## src/rtl/deser_stream_if.sv

```systemverilog
// Handshake bundle for deser_stream: serial beat input side and assembled word output side.
// The slave modport is the deserializer's view and the master modport is the driver's view.
interface deser_stream_if #(
    parameter int DESER_W = 16,
    parameter int IN_W    = 1,
    parameter int LEN_W   = $clog2(DESER_W + 1)
);
    logic [IN_W-1:0]    data_i;
    logic               data_val_i;
    logic               data_last_i;
    logic               data_rdy_o;
    logic [DESER_W-1:0] deser_data_o;
    logic [LEN_W-1:0]   deser_len_o;
    logic               deser_data_val_o;
    logic               deser_data_rdy_i;

    modport slave (
        input  data_i, data_val_i, data_last_i, deser_data_rdy_i,
        output data_rdy_o, deser_data_o, deser_len_o, deser_data_val_o
    );

    modport master (
        output data_i, data_val_i, data_last_i, deser_data_rdy_i,
        input  data_rdy_o, deser_data_o, deser_len_o, deser_data_val_o
    );
endinterface

```

## src/rtl/deser_stream.sv

```systemverilog
// Packs IN_W-bit beats into DESER_W-bit words with early close on data_last_i.
// The output word register doubles as a one-entry buffer that applies backpressure.
module deser_stream #(
    parameter int DESER_W   = 16,
    parameter int IN_W      = 1,
    parameter bit MSB_FIRST = 1'b1
) (
    input  logic          clk_i,
    input  logic          arst_n_i,
    deser_stream_if.slave bus
);
    localparam int BEATS = DESER_W / IN_W;
    localparam int LEN_W = $clog2(DESER_W + 1);
    localparam int CNT_W = (BEATS > 1) ? $clog2(BEATS) : 1;

    logic [CNT_W-1:0]   cnt_q, cnt_d;
    logic [DESER_W-1:0] acc_q, acc_d;
    logic [DESER_W-1:0] word_q, word_d;
    logic [LEN_W-1:0]   len_q, len_d;
    logic               val_q, val_d;

    logic               slotFree;
    logic               accept;
    logic               completing;
    logic [DESER_W-1:0] beatWord;
    logic [LEN_W-1:0]   lenNext;

    assign slotFree   = !val_q || bus.deser_data_rdy_i;
    assign accept     = bus.data_val_i && slotFree;
    assign completing = accept && ((cnt_q == CNT_W'(BEATS - 1)) || bus.data_last_i);
    assign lenNext    = LEN_W'((int'(cnt_q) + 1) * IN_W);

    // Place the incoming beat into its slot; every other bit stays zero.
    always_comb begin
        beatWord = '0;
        for (int k = 0; k < BEATS; k++) begin
            if (cnt_q == CNT_W'(k)) begin
                if (MSB_FIRST) begin
                    beatWord[DESER_W-1-k*IN_W -: IN_W] = bus.data_i;
                end else begin
                    beatWord[k*IN_W +: IN_W] = bus.data_i;
                end
            end
        end
    end

    always_comb begin
        cnt_d  = cnt_q;
        acc_d  = acc_q;
        word_d = word_q;
        len_d  = len_q;
        val_d  = val_q;
        if (completing) begin
            word_d = acc_q | beatWord;
            len_d  = lenNext;
            val_d  = 1'b1;
            cnt_d  = '0;
            acc_d  = '0;
        end else begin
            if (accept) begin
                cnt_d = cnt_q + 1'b1;
                acc_d = acc_q | beatWord;
            end
            if (val_q && bus.deser_data_rdy_i) begin
                val_d = 1'b0;
            end
        end
    end

    always_ff @(posedge clk_i or negedge arst_n_i) begin
        if (!arst_n_i) begin
            cnt_q  <= '0;
            acc_q  <= '0;
            word_q <= '0;
            len_q  <= '0;
            val_q  <= 1'b0;
        end else begin
            cnt_q  <= cnt_d;
            acc_q  <= acc_d;
            word_q <= word_d;
            len_q  <= len_d;
            val_q  <= val_d;
        end
    end

    assign bus.data_rdy_o       = slotFree;
    assign bus.deser_data_o     = word_q;
    assign bus.deser_len_o      = len_q;
    assign bus.deser_data_val_o = val_q;
endmodule
```

## src/flat_wrapper.sv

```systemverilog
// flat-port wrapper written by rule: the top's interface ports become plain ports
module deser_stream_flat 
#(
    parameter int DESER_W   = 16,
    parameter int IN_W      = 1,
    parameter bit MSB_FIRST = 1'b1
)
  (clk_i, arst_n_i, bus_data_i, bus_data_val_i, bus_data_last_i, bus_deser_data_rdy_i, bus_data_rdy_o, bus_deser_data_o, bus_deser_len_o, bus_deser_data_val_o);
  deser_stream_if #(.DESER_W(DESER_W), .IN_W(IN_W)) bus_i ();
  input  logic clk_i;
  input  logic arst_n_i;
  input wire logic [$bits(bus_i.data_i)-1:0] bus_data_i;
  input wire logic [$bits(bus_i.data_val_i)-1:0] bus_data_val_i;
  input wire logic [$bits(bus_i.data_last_i)-1:0] bus_data_last_i;
  input wire logic [$bits(bus_i.deser_data_rdy_i)-1:0] bus_deser_data_rdy_i;
  output wire logic [$bits(bus_i.data_rdy_o)-1:0] bus_data_rdy_o;
  output wire logic [$bits(bus_i.deser_data_o)-1:0] bus_deser_data_o;
  output wire logic [$bits(bus_i.deser_len_o)-1:0] bus_deser_len_o;
  output wire logic [$bits(bus_i.deser_data_val_o)-1:0] bus_deser_data_val_o;
  assign bus_i.data_i = bus_data_i;
  assign bus_i.data_val_i = bus_data_val_i;
  assign bus_i.data_last_i = bus_data_last_i;
  assign bus_i.deser_data_rdy_i = bus_deser_data_rdy_i;
  assign bus_data_rdy_o = bus_i.data_rdy_o;
  assign bus_deser_data_o = bus_i.deser_data_o;
  assign bus_deser_len_o = bus_i.deser_len_o;
  assign bus_deser_data_val_o = bus_i.deser_data_val_o;
  deser_stream #(.DESER_W(DESER_W), .IN_W(IN_W), .MSB_FIRST(MSB_FIRST)) u_core (.clk_i(clk_i), .arst_n_i(arst_n_i), .bus(bus_i));
endmodule
```

## config.mk

```make
export PLATFORM = sky130hd
export DESIGN_NAME = deser_stream_flat
export DESIGN_NICKNAME = d
export VERILOG_FILES = /design/src/rtl/deser_stream_if.sv /design/src/rtl/deser_stream.sv /design/src/flat_wrapper.sv
export SDC_FILE = /design/constraint.sdc
export NUM_CORES = 1
export LEC_CHECK = 0
export CORE_MARGIN = 5
export CORE_UTILIZATION = 30
export DETAILED_ROUTE_END_ITERATION = 8
export GPL_TIMING_DRIVEN = 0
export SETUP_SLACK_MARGIN = 0.3
export SYNTH_ARGS = -nofsm -noshare
export SYNTH_HDL_FRONTEND = slang
export SYNTH_SLANG_ARGS = --single-unit
```

## constraint.sdc

```tcl
create_clock -name clk_i -period 2.1 [get_ports clk_i]
set_input_delay 0.42 -clock clk_i [delete_from_list [all_inputs] [get_ports clk_i]]
set_output_delay 0.42 -clock clk_i [all_outputs]
set_load 0.005 [all_outputs]
```

==> results.json <==
{
  "status": "finished clean",
  "insertedDiodeCount": 0,
  "internal_power_mw": 1.36,
  "finish.utilization": 0.397,
  "multi_input_area_um2": 792,
  "ys_top_cells_by_area": "dfrtp_1 53%, a41oi_1 6.6%, mux2i_1 6.5%",
  "min_path_type": "in2async",
  "clock_path_buffers": 2,
  "final_hold_viol_count": 0,
  "dpl.cell_count": 283,
  "power.total_mw": 1.86,
  "area_growth_pct": 27.4,
  "clock_sinks": 42,
  "dieArea_um2": 8360,
  "arrival_ps": 1300,
  "syn-cell-area_um2": 1990,
  "wl_met3_um": 273,
  "numPortBuffers": 27,
  "instances_no_fill": 295,
  "route.detailed.drc": 0,
  "seq_power_share": 0.501,
  "grt_max_degree": 23,
  "dpl_cell_area_um2": 2380,
  "endpoint_kind": "output port",
  "leakage_nw": 1.16,
  "syn-num-nets": 189,
  "setup_slack_ps": 380,
  "swShare": 0.271,
  "wl_um": 4310,
  "drive_above_1_share": 0.197,
  "finalClockSkew_ps": 8.76,
  "drtAntennaViolNets": 0,
  "crit_fanout": 10,
  "ys_seq_area_frac": 0.528,
  "dr_wl_met2_um": 1990,
  "top_layer_used": "met4",
  "grt_pass1_vias": 1459,
  "cts.clk_slew.worst_paths_ps": 80,
  "period_minus_slack_ps": 1720,
  "synthCells": 178,
  "nFillCells": 634,
  "drt-initial-drc-count": 90,
  "start_util": 0.312,
  "final_area_um2": 2530,
  "io_pins": 29,
  "combPwrFrac": 0.211,
  "switching_power_uw": 504,
  "p_per_area_nw_per_um2": 735,
  "crit_path_start_kind": "input pin",
  "gr-usage-all-layers": 0.111,
  "place_ws_ps": -380,
  "cts_buffers": 5,
  "async_flop_share": 1.00,
  "grt-ovfl-total": 0,
  "vias_per_cell": 4.91,
  "place_congestion": 0.751,
  "ys.flop_type": "dfrtp_1",
  "clock_latency_ps": 290,
  "setup_viol": 0,
  "hold_ws_ps": 91.7,
  "synth_seq_cells": 42,
  "seqCellArea_um2": 1050,
  "synthTopCellsByCount": "42 x dfrtp_1, 17 x nor2_1, 16 x inv_1, 15 x a41oi_1, 13 x mux2i_1",
  "core_area_um2": 6390,
  "synth_most_common_cell": "dfrtp_1",
  "yosys_warnings": 0,
  "grt_first_pass_wirelength_um": 7420,
  "tritoncts": "done",
  "layout.nets": 228,
  "ir_worst_vdd_mv": 0.360,
  "synth_top_cell_by_area": "dfrtp_1",
  "routedWlPerCell_um": 14.6,
  "slew_headroom": 0.659,
  "syn_area_per_cell_um2": 11.2,
  "die_y_um": 91.4,
  "drv_cap": 0,
  "rows": 29,
  "criticalPathCategory": "in2out",
  "firstDrtPassIters": 4,
  "p_clk_frac": 0.287,
  "maxSlewViolCount": 0,
  "die_width_um": 91.4,
  "fmax_mhz": 581,
  "cp.required_ps": 1680,
  "fin_crit_sh": 0.819,
  "worst_slew_pin_slew_ps": 511,
  "rsz0062_at_grt": "false",
  "wl_met1_um": 2000,
  "synth_edf_count": 0,
  "synth_cell_type_count": 35,
  "finalSetupTns_ps": 0,
  "cts_hold_buf": 0,
  "antenna_found_initial": 0,
  "hpwl_um": 2970,
  "cts_root_buf": "clkbuf_8",
  "synth_top_area_frac": 0.528,
  "htree_levels": 2,
  "vias": 1447
}
==> critical path, cell delays in order <==
cell and delay [ps]:
dlygate4sd2_1 260, nor2b_4 130, inv_2 50, buf_6 110, buf_8 130, clkdlybuf4s15_1 200
==> registers in the layout, summed over array words and instances, names as in the netlist <==
register,flops
u_core.acc_q,16
u_core.bus.deser_data_o,16
u_core.bus.deser_len_o,5
u_core.bus.deser_data_val_o,1
u_core.cnt_q,4
==> final timing paths <==
check / startpoint / end / slack, ps / depth (start not counted)
max: bus_deser_data_rdy_i / bus_data_rdy_o / 380 / 6
min reg2reg: u_core.acc_q[0] / u_core.acc_q[0] / 490 / 1
min: arst_n_i / u_core.bus.deser_data_o[10] / 90 / 1
min in group clk_i: u_core.acc_q[0] / u_core.acc_q[0] / 490 / 1
max reg2reg: u_core.cnt_q[0] / u_core.bus.deser_data_o[1] / 450 / 6
max in group asynchronous: arst_n_i / u_core.cnt_q[1] / 1510 / 2
==> timing repair <==
action | 4_1_cts | 5_1_grt
buffers inserted | 4 | 0
endpoints found under the setup margin | 28 | 11
pin swaps | 1 | 1
gates resized for setup | 10 | 4
==> layout make-up <==
cell class | instances | share of cell area
Sequential cell | 42 | 0.416
Multi-Input combinational cell | 103 | 0.312
Timing Repair Buffer | 32 | 0.127
Buffer | 16 | 0.0459
Tap cell | 77 | 0.0380
Clock buffer | 7 | 0.0341
Inverter | 17 | 0.0252
Clock inverter | 1 | 0.00197
==> cell usage in the layout, fill, tap and decap left out, drive strengths merged, types with 2 or more instances in the layout <==
cell type and instances:
a41oi 15, nor2 17, nor3 2, and2 6, a21oi 12, o21ai 4, nand2 2, inv 17
clkbuf 13, dfrtp 42, buf 16, mux2 8, clkdlybuf4s50 24, mux2i 13, nor2b 3, ha 5
a21o 3, nand3 4
==> routing by layer <==
layer / vias to the layer above / track usage
met5: - / 0
li1: 695 / -
met2: 48 / 0.159
met1: 698 / 0.159
met3: 6 / 0.0347
met4: 0 / 0.0330
==> cells by family after synthesis <==
| kind of cell | share of synthesized area |
|---|---|
| buffers and inverters | 0.0824 |
| flip-flops | 0.528 |
| AO/OA/AOI/OAI | 0.146 |
| multiplexers | 0.113 |
| AND/OR/NAND/NOR | 0.0906 |
| XOR/XNOR | 0.00881 |
| adder cells (fa/ha/maj) | 0.0314 |
==> power groups by stage <==
| stage | Combinational [mW] | Sequential (mW) | Clock (mW) |
|---|---|---|---|
| CTS | 0.400 | 0.932 | 0.556 |
| floorplan | 0.188 | 0.944 | 0 |
| global route | 0.441 | 0.947 | 0.601 |
| detailed placement | 0.384 | 0.945 | 0 |
| global placement | 0.375 | 0.944 | 0 |
| finish | 0.394 | 0.934 | 0.535 |
(Power assumes the default switching activity.)
